$ cat src/rtl/apb_pkg.sv
// Shared APB types and defaults for the wait-state completer and its memory.
package apb_pkg;

    typedef enum logic {
        IDLE   = 1'b0,
        ACCESS = 1'b1
    } apb_state_e;

    localparam int APB_ADDR_W = 8;
    localparam int APB_DATA_W = 8;

    localparam logic ERR_NONE = 1'b0;
    localparam logic ERR_SLV  = 1'b1;

endpackage

$ cat src/rtl/apb_wait_slave_if.sv
// APB bus bundle between the team's master (requester) and a completer.
interface apb_wait_slave_if #(
    parameter int ADDR_WIDTH = apb_pkg::APB_ADDR_W,
    parameter int DATA_WIDTH = apb_pkg::APB_DATA_W
);
    // Handshake: a transfer is a setup cycle (PSEL=1, PENABLE=0) followed by
    // access cycles (PSEL=1, PENABLE=1); it completes on the edge ending the
    // single access cycle in which PREADY=1. PRDATA/PSLVERR matter only then.
    logic                  PSEL;
    logic                  PENABLE;
    logic                  PWRITE;
    logic [ADDR_WIDTH-1:0] PADDR;
    logic [DATA_WIDTH-1:0] PWDATA;
    logic [DATA_WIDTH-1:0] PRDATA;
    logic                  PREADY;
    logic                  PSLVERR;

    modport master (
        output PSEL, PENABLE, PWRITE, PADDR, PWDATA,
        input  PRDATA, PREADY, PSLVERR
    );

    modport slave (
        input  PSEL, PENABLE, PWRITE, PADDR, PWDATA,
        output PRDATA, PREADY, PSLVERR
    );
endinterface

$ cat src/rtl/apb_slave_mem.sv
// Register storage with one valid bit per location; only valid bits are reset.
module apb_slave_mem #(
    parameter int DEPTH      = 64,
    parameter int DATA_WIDTH = 8,
    parameter int IDX_W      = 6
) (
    input  logic                  clk_i,
    input  logic                  rst_i,
    input  logic                  we_i,
    input  logic [IDX_W-1:0]      waddr_i,
    input  logic [DATA_WIDTH-1:0] wdata_i,
    input  logic [IDX_W-1:0]      raddr_i,
    output logic [DATA_WIDTH-1:0] rdata_o,
    output logic                  rvalid_o
);

    logic [DATA_WIDTH-1:0] mem_q [DEPTH];
    logic [DEPTH-1:0]      valid_q;

    always_ff @(posedge clk_i) begin
        if (we_i) begin
            mem_q[waddr_i] <= wdata_i;
        end
    end

    always_ff @(posedge clk_i or posedge rst_i) begin
        if (rst_i) begin
            valid_q <= '0;
        end else if (we_i) begin
            valid_q[waddr_i] <= 1'b1;
        end
    end

    assign rdata_o  = mem_q[raddr_i];
    assign rvalid_o = valid_q[raddr_i];

endmodule

$ cat src/rtl/apb_wait_slave.sv
// APB completer with fixed wait states, a validated register memory and
// PSLVERR for out-of-range addresses or reads of never-written locations.
module apb_wait_slave
    import apb_pkg::*;
#(
    parameter int ADDR_WIDTH  = APB_ADDR_W,
    parameter int DATA_WIDTH  = APB_DATA_W,
    parameter int MEM_DEPTH   = 64,
    parameter int WAIT_CYCLES = 2
) (
    input  logic              PCLK,
    input  logic              PRESET,
    apb_wait_slave_if.slave   apb,
    output apb_state_e        dbg_state_o
);

    localparam int                IDX_W   = (MEM_DEPTH > 1) ? $clog2(MEM_DEPTH) : 1;
    localparam logic [ADDR_WIDTH:0] DEPTH_L = (ADDR_WIDTH+1)'(MEM_DEPTH);
    localparam logic [3:0]        WAIT_L  = 4'(WAIT_CYCLES);

    apb_state_e            state_q, state_d;
    logic [3:0]            cnt_q, cnt_d;
    logic [ADDR_WIDTH-1:0] addr_q, addr_d;
    logic                  write_q, write_d;
    logic [DATA_WIDTH-1:0] wdata_q, wdata_d;
    logic                  pready_q, pready_d;
    logic                  pslverr_q, pslverr_d;
    logic [DATA_WIDTH-1:0] prdata_q, prdata_d;

    logic                  setup;
    logic                  in_access;
    logic [ADDR_WIDTH-1:0] eff_addr;
    logic                  eff_write;
    logic                  oor;
    logic                  err;
    logic                  mem_we;
    logic [DATA_WIDTH-1:0] rd_data;
    logic                  rd_valid;

    apb_slave_mem #(
        .DEPTH      (MEM_DEPTH),
        .DATA_WIDTH (DATA_WIDTH),
        .IDX_W      (IDX_W)
    ) u_mem (
        .clk_i    (PCLK),
        .rst_i    (PRESET),
        .we_i     (mem_we),
        .waddr_i  (addr_q[IDX_W-1:0]),
        .wdata_i  (wdata_q),
        .raddr_i  (eff_addr[IDX_W-1:0]),
        .rdata_o  (rd_data),
        .rvalid_o (rd_valid)
    );

    always_ff @(posedge PCLK or posedge PRESET) begin
        if (PRESET) begin
            state_q   <= IDLE;
            cnt_q     <= '0;
            addr_q    <= '0;
            write_q   <= 1'b0;
            wdata_q   <= '0;
            pready_q  <= 1'b0;
            pslverr_q <= ERR_NONE;
            prdata_q  <= '0;
        end else begin
            state_q   <= state_d;
            cnt_q     <= cnt_d;
            addr_q    <= addr_d;
            write_q   <= write_d;
            wdata_q   <= wdata_d;
            pready_q  <= pready_d;
            pslverr_q <= pslverr_d;
            prdata_q  <= prdata_d;
        end
    end

    always_comb begin
        state_d = state_q;
        cnt_d   = cnt_q;
        addr_d  = addr_q;
        write_d = write_q;
        wdata_d = wdata_q;
        case (state_q)
            IDLE: begin
                if (apb.PSEL && !apb.PENABLE) begin
                    state_d = ACCESS;
                    cnt_d   = WAIT_L;
                    addr_d  = apb.PADDR;
                    write_d = apb.PWRITE;
                    wdata_d = apb.PWDATA;
                end
            end
            ACCESS: begin
                if (!apb.PSEL) begin
                    state_d = IDLE;
                    cnt_d   = '0;
                end else if (apb.PENABLE) begin
                    if (cnt_q != 4'd0) begin
                        cnt_d = cnt_q - 4'd1;
                    end else begin
                        state_d = IDLE;
                    end
                end
            end
            default: state_d = IDLE;
        endcase
    end

    // The response is registered, so it is computed one edge early: from the
    // live bus during setup (zero wait states) or from the captured request.
    always_comb begin
        setup     = (state_q == IDLE) && apb.PSEL && !apb.PENABLE;
        in_access = (state_q == ACCESS) && apb.PSEL && apb.PENABLE;
        eff_addr  = setup ? apb.PADDR  : addr_q;
        eff_write = setup ? apb.PWRITE : write_q;
        oor       = {1'b0, eff_addr} >= DEPTH_L;
        err       = oor || (!eff_write && !rd_valid);
        pready_d  = 1'b0;
        pslverr_d = ERR_NONE;
        prdata_d  = '0;
        if (setup ? (WAIT_CYCLES == 0) : (in_access && cnt_q == 4'd1)) begin
            pready_d  = 1'b1;
            pslverr_d = err ? ERR_SLV : ERR_NONE;
            prdata_d  = (!eff_write && !err) ? rd_data : '0;
        end
        mem_we = in_access && (cnt_q == 4'd0) && write_q && !oor;
    end

    assign apb.PREADY  = pready_q;
    assign apb.PSLVERR = pslverr_q;
    assign apb.PRDATA  = prdata_q;
    assign dbg_state_o = state_q;

endmodule

$ cat src/flat_wrapper.sv
// flat-port wrapper written by rule: the top's interface ports become plain ports
module apb_wait_slave_flat import apb_pkg::*;
#(
    parameter int ADDR_WIDTH  = APB_ADDR_W,
    parameter int DATA_WIDTH  = APB_DATA_W,
    parameter int MEM_DEPTH   = 64,
    parameter int WAIT_CYCLES = 2
)
  (PCLK, PRESET, dbg_state_o, apb_PSEL, apb_PENABLE, apb_PWRITE, apb_PADDR, apb_PWDATA, apb_PRDATA, apb_PREADY, apb_PSLVERR);
  apb_wait_slave_if #(.ADDR_WIDTH(ADDR_WIDTH), .DATA_WIDTH(DATA_WIDTH)) apb_i ();
  input  logic PCLK;
  input  logic PRESET;
  output apb_state_e dbg_state_o;
  input wire logic [$bits(apb_i.PSEL)-1:0] apb_PSEL;
  input wire logic [$bits(apb_i.PENABLE)-1:0] apb_PENABLE;
  input wire logic [$bits(apb_i.PWRITE)-1:0] apb_PWRITE;
  input wire logic [$bits(apb_i.PADDR)-1:0] apb_PADDR;
  input wire logic [$bits(apb_i.PWDATA)-1:0] apb_PWDATA;
  output wire logic [$bits(apb_i.PRDATA)-1:0] apb_PRDATA;
  output wire logic [$bits(apb_i.PREADY)-1:0] apb_PREADY;
  output wire logic [$bits(apb_i.PSLVERR)-1:0] apb_PSLVERR;
  assign apb_i.PSEL = apb_PSEL;
  assign apb_i.PENABLE = apb_PENABLE;
  assign apb_i.PWRITE = apb_PWRITE;
  assign apb_i.PADDR = apb_PADDR;
  assign apb_i.PWDATA = apb_PWDATA;
  assign apb_PRDATA = apb_i.PRDATA;
  assign apb_PREADY = apb_i.PREADY;
  assign apb_PSLVERR = apb_i.PSLVERR;
  apb_wait_slave #(.ADDR_WIDTH(ADDR_WIDTH), .DATA_WIDTH(DATA_WIDTH), .MEM_DEPTH(MEM_DEPTH), .WAIT_CYCLES(WAIT_CYCLES)) u_core (.PCLK(PCLK), .PRESET(PRESET), .apb(apb_i), .dbg_state_o(dbg_state_o));
endmodule
$ cat config.mk
export PLATFORM = sky130hd
export DESIGN_NAME = apb_wait_slave_flat
export DESIGN_NICKNAME = d
export VERILOG_FILES = /design/src/rtl/apb_pkg.sv /design/src/rtl/apb_wait_slave_if.sv /design/src/rtl/apb_slave_mem.sv /design/src/rtl/apb_wait_slave.sv /design/src/flat_wrapper.sv
export SDC_FILE = /design/constraint.sdc
export NUM_CORES = 1
export LEC_CHECK = 0
export CAP_MARGIN = 0
export CELL_PAD_IN_SITES_DETAIL_PLACEMENT = 1
export CELL_PAD_IN_SITES_GLOBAL_PLACEMENT = 1
export CORE_UTILIZATION = 35
export CTS_CLUSTER_DIAMETER = 40
export CTS_CLUSTER_SIZE = 12
export DETAILED_ROUTE_END_ITERATION = 8
export GPL_TIMING_DRIVEN = 0
export PLACE_DENSITY_LB_ADDON = 0.1
export SLEW_MARGIN = 20
export SYNTH_ARGS = -nofsm -noshare
export SYNTH_HDL_FRONTEND = slang
export SYNTH_SLANG_ARGS = --single-unit
$ cat constraint.sdc
create_clock -name PCLK -period 9.2 [get_ports PCLK]
set_clock_uncertainty 0.05 [all_clocks]
set_input_delay 2.3 -clock PCLK [delete_from_list [all_inputs] [get_ports PCLK]]
set_output_delay 2.3 -clock PCLK [all_outputs]
set_load 0.005 [all_outputs]
==> metrics.md <==
| Metric | Value |
|---|---|
| Crit path max fanout | `10` |
| Synth top area cells | `edfxtp_1 (62%), dfrtp_1 (9.6%), mux2i_1 (7.0%)` |
| Delay-heaviest family, CP | `buffers and inverters` |
| Clock Sink Count | `608` |
| Reg-to-reg startpoint | `u_core.dbg_state_o` |
| Synth Flop Type | `edfxtp_1` |
| Post-synthesis mux area share | `7.37%` |
| 1st-pass router iterations | `5` |
| Post-DP HPWL | `58,000 um` |
| Syn Area/Cell | `14.0 um^2` |
| Ports | `32` |
| Via count | `16,100` |
| CTS clk-pin slew, worst paths | `50 ps` |
| Synth Area in Adders | `0.100%` |
| Outcome | `completed` |
| Max frequency | `154 MHz` |
| Slew Viols, Final | `0` |
| Post-synthesis sequential area ratio | `71.2%` |
| Synth-to-Final Area Change | `22.2%` |
| Synth warnings | `0` |
| Die ar. | `72,400 um^2` |
| Synth top area share | `61.5%` |
| Cell Chain, Critical Path | `clkdlybuf4s50_1 -> nor4bb_1 -> clkbuf_1 -> a21oi_4 -> inv_2 -> buf_2 -> clkbuf_1 -> nand2_1 -> a21oi_1 -> o211ai_1 -> and4_1 -> nor4_1` |
| GRT Total Usage | `23.3%` |
| RSZ-0062 raised after global routing | `no` |
| Synth area leader | `edfxtp_1` |
| Tcrit/Tclk final | `70.8%` |
| Fin crit period | `6510 ps` |
| CTS Buf Count | `108` |
| Die H | `269 um` |
| Worst Path Buf+Inv | `5` |
| Combinational power share | `12.9%` |
| Main combinational cell family by area after synthesis | `simple AND/OR/NAND/NOR gates` |
| Placed insts | `2,757` |
| Detailed-route DRC error count | `0` |
| Iter 0 DRT Violations | `1,249` |
| Compound-Gate Fraction of Synth Area | `8.28%` |
| Post-Synth XOR/XNOR Area | `0%` |
| Simple-gate share of the synthesized area | `10.6%` |
| Cts hold-fix bufs | `0` |
| Gpl congestion | `0.865` |
| Wire length per cell | `28.3 um` |
| Most common cell on crit path | `clkbuf_1` |
| Chip width | `269 um` |
| Clock latency on the worst-skew pair | `660 ps` |
| Post-synth cell types | `63` |
| Setup_tns | `0 ps` |
| Crit path capture | `u_core.apb.PRDATA[6]` |
| Number of H-tree levels | `3` |
| RR Endpoint | `u_core.apb.PRDATA[6]` |
| Setup-failing EPs final | `0` |
| Sw power | `2.31 mW` |
| Crit-path max cell delay | `820 ps` |
| EDFF count, synth | `512` |
| Worst reg-to-reg path cell count | `12` |
| Post-CTS Setup Bufs | `0` |
| FFs w/ async S/R, synth | `15.8%` |
| Setup Crit Path Kind | `input pin to register` |
| GR Overflow Total | `0` |
| Placeable Area | `70,300 um^2` |
| Crit path from | `apb_PADDR[0]` |
| Largest net degree at the start of global routing | `69` |
| Yosys reg bits | `608` |
| CP arrival | `6920 ps` |
| Final hold violation count | `0` |
| Commonest cells post-synth | `edfxtp_1 (512), nand2_1 (278), mux2i_1 (175)` |
| CTS tree | `built` |
| CP max stage cell | `clkbuf_1` |
| FF-to-FF setup slack | `4400 ps` |
| Worst slew pin tran | `1220 ps` |
| Critical Path Stages | `12` |
| Reg power frac | `37.8%` |
| Vias per inst | `5.44` |
| Critical Path Sink Type | `register` |
| Post-Syn Instances | `1,778` |
| Max Root-Sink Buffers | `3` |
| First-pass GRT wire length | `121,000 um` |
| Max transition margin | `18.2%` |
| Vias in the first global route | `17,000` |
| Most frequent cell after synthesis | `edfxtp_1` |
| Ratio of cells with drive above 1 in the final layout | `17.0%` |
| Critical Path Start Type | `input pin` |
| Detailed Route WL | `84,000 um` |
| P_int | `6.15 mW` |
| Min-delay worst type | `register to register` |
| Post-Syn Area | `25,000 um^2` |
| Syn_nets | `1,801` |
| Sw frac | `27.3%` |
| Count of input and output buffers | `31` |
| N_diodes | `0` |
| Crit path required time | `9600 ps` |
| Cell Rows | `97` |
| Leak Pwr | `11.1 nW` |
| Pwr Density | `277 nW/um^2` |
| CTS resizes | `0` |
| ANT nets after route | `0` |
| Clk pwr share | `49.3%` |
| CTS root buf | `clkbuf_16` |
| Max_cap viols | `0` |
| Initial antenna violation count | `3` |
| Cell Count, Final, Fillers Out | `2,962` |
| Initial core utilization | `35.5%` |
| VDD IR max | `0.000150 V` |
| Nets@finish | `1,950` |
power by group through the flow:
stage          logic (mW)  clock network, mW  registers (mW)
2_1_floorplan       0.558                  0            3.22
3_3_place_gp        0.972                  0            3.33
3_5_place_dp         1.08                  0            3.25
4_1_cts              1.08               4.22            3.20
5_1_grt              1.14               4.34            3.21
6_report             1.09               4.17            3.20
worst register-to-register path, cell delays in order (launching register included):
cell and delay, ps:
dfrtp_1 380, buf_2 180, nor4bb_1 270, clkbuf_1 480
a21oi_4 110, inv_2 280, buf_2 460, clkbuf_1 830
nand2_1 130, a21oi_1 320, o211ai_1 140, and4_1 230
nor4_1 760
kinds of logic after synthesis:
logic type	Yosys count
fa+ha+maj	2
mux	181
simple gates	562
flops	608
compound gates	299
buf+inv	126
how the worst min path moves through the flow:
stage | to | slack (ps) | startpoint | depth (start not counted)
6_report | u_core.u_mem.valid_q[9] | 420 | u_core.u_mem.valid_q[9] | 1
3_5_place_dp | u_core.u_mem.valid_q[54] | 400 | u_core.u_mem.valid_q[54] | 1
4_1_cts | u_core.u_mem.valid_q[9] | 420 | u_core.u_mem.valid_q[9] | 1
3_3_place_gp | u_core.u_mem.valid_q[54] | 400 | u_core.u_mem.valid_q[54] | 1
2_1_floorplan | u_core.u_mem.valid_q[49] | 380 | u_core.u_mem.valid_q[49] | 2
5_1_grt | u_core.u_mem.valid_q[7] | 430 | u_core.u_mem.valid_q[7] | 1
layout make-up:
type	instances	area (um^2)
Multi-Input combinational cell	1044	6610
Tap cell	940	1180
Timing Repair Buffer	39	485
Inverter	23	91.3
Buffer	103	529
Fill cell	7034	39800
Clock inverter	76	905
Clock buffer	129	2920
Sequential cell	608	17800
through the flow:
stage	cell area (um^2)	util, %	hold slack (ps)	setup slack [ps]	total power [mW]
6_report	30500	43.4	416	2690	8.45
5_1_grt	30500	43.4	425	2580	8.69
4_1_cts	30500	43.4	417	2780	8.50
3_5_place_dp	26700	38.0	404	2100	4.33
3_3_place_gp	26500	37.7	401	2200	4.30
2_1_floorplan	25000	-	377	4340	3.78
layer usage:
layer  wire length, um  vias up  global-route usage, %
met4              2150        0                   7.71
met1             37600     8374                   32.3
met2             38700      546                   36.3
met3              5490      113                   4.84
met5                 0        -                      0
li1                  -     7089                      -
flip-flops by register name, indices dropped and copies added, names as in the netlist:
| name | cells |
|---|---|
| u_core.cnt_q | 4 |
| u_core.write_q | 1 |
| u_core.apb.PSLVERR | 1 |
| u_core.apb.PRDATA | 8 |
| u_core.addr_q | 8 |
| u_core.u_mem.mem_q | 512 |
| u_core.wdata_q | 8 |
| u_core.u_mem.valid_q | 64 |
| u_core.apb.PREADY | 1 |
| u_core.dbg_state_o | 1 |
cells in the final DEF (no fill, tap or decap), types with 8 or more instances in the layout:
cell             count
clkbuf_1            46
a22oi_1             39
nor2_1              76
buf_6                8
mux2i_1            174
bufinv_16           17
a221oi_1            31
inv_1               17
buf_2               44
or2_2               56
clkinv_2            18
a21oi_1             88
edfxtp_1           512
clkdlybuf4s50_1     31
clkinvlp_4          11
a31oi_1             18
o21ai_0             23
clkinv_1            13
nand4_1             32
o221ai_1             8
nand3_1             44
a211oi_1            48
clkbuf_16          112
nor2b_1             27
dfrtp_1             88
inv_6               11
nand2_1            278
buf_1                9
nor2_2               8
a311oi_1            15
dfrtp_4              8
Power figures use the tool's default switching activity.
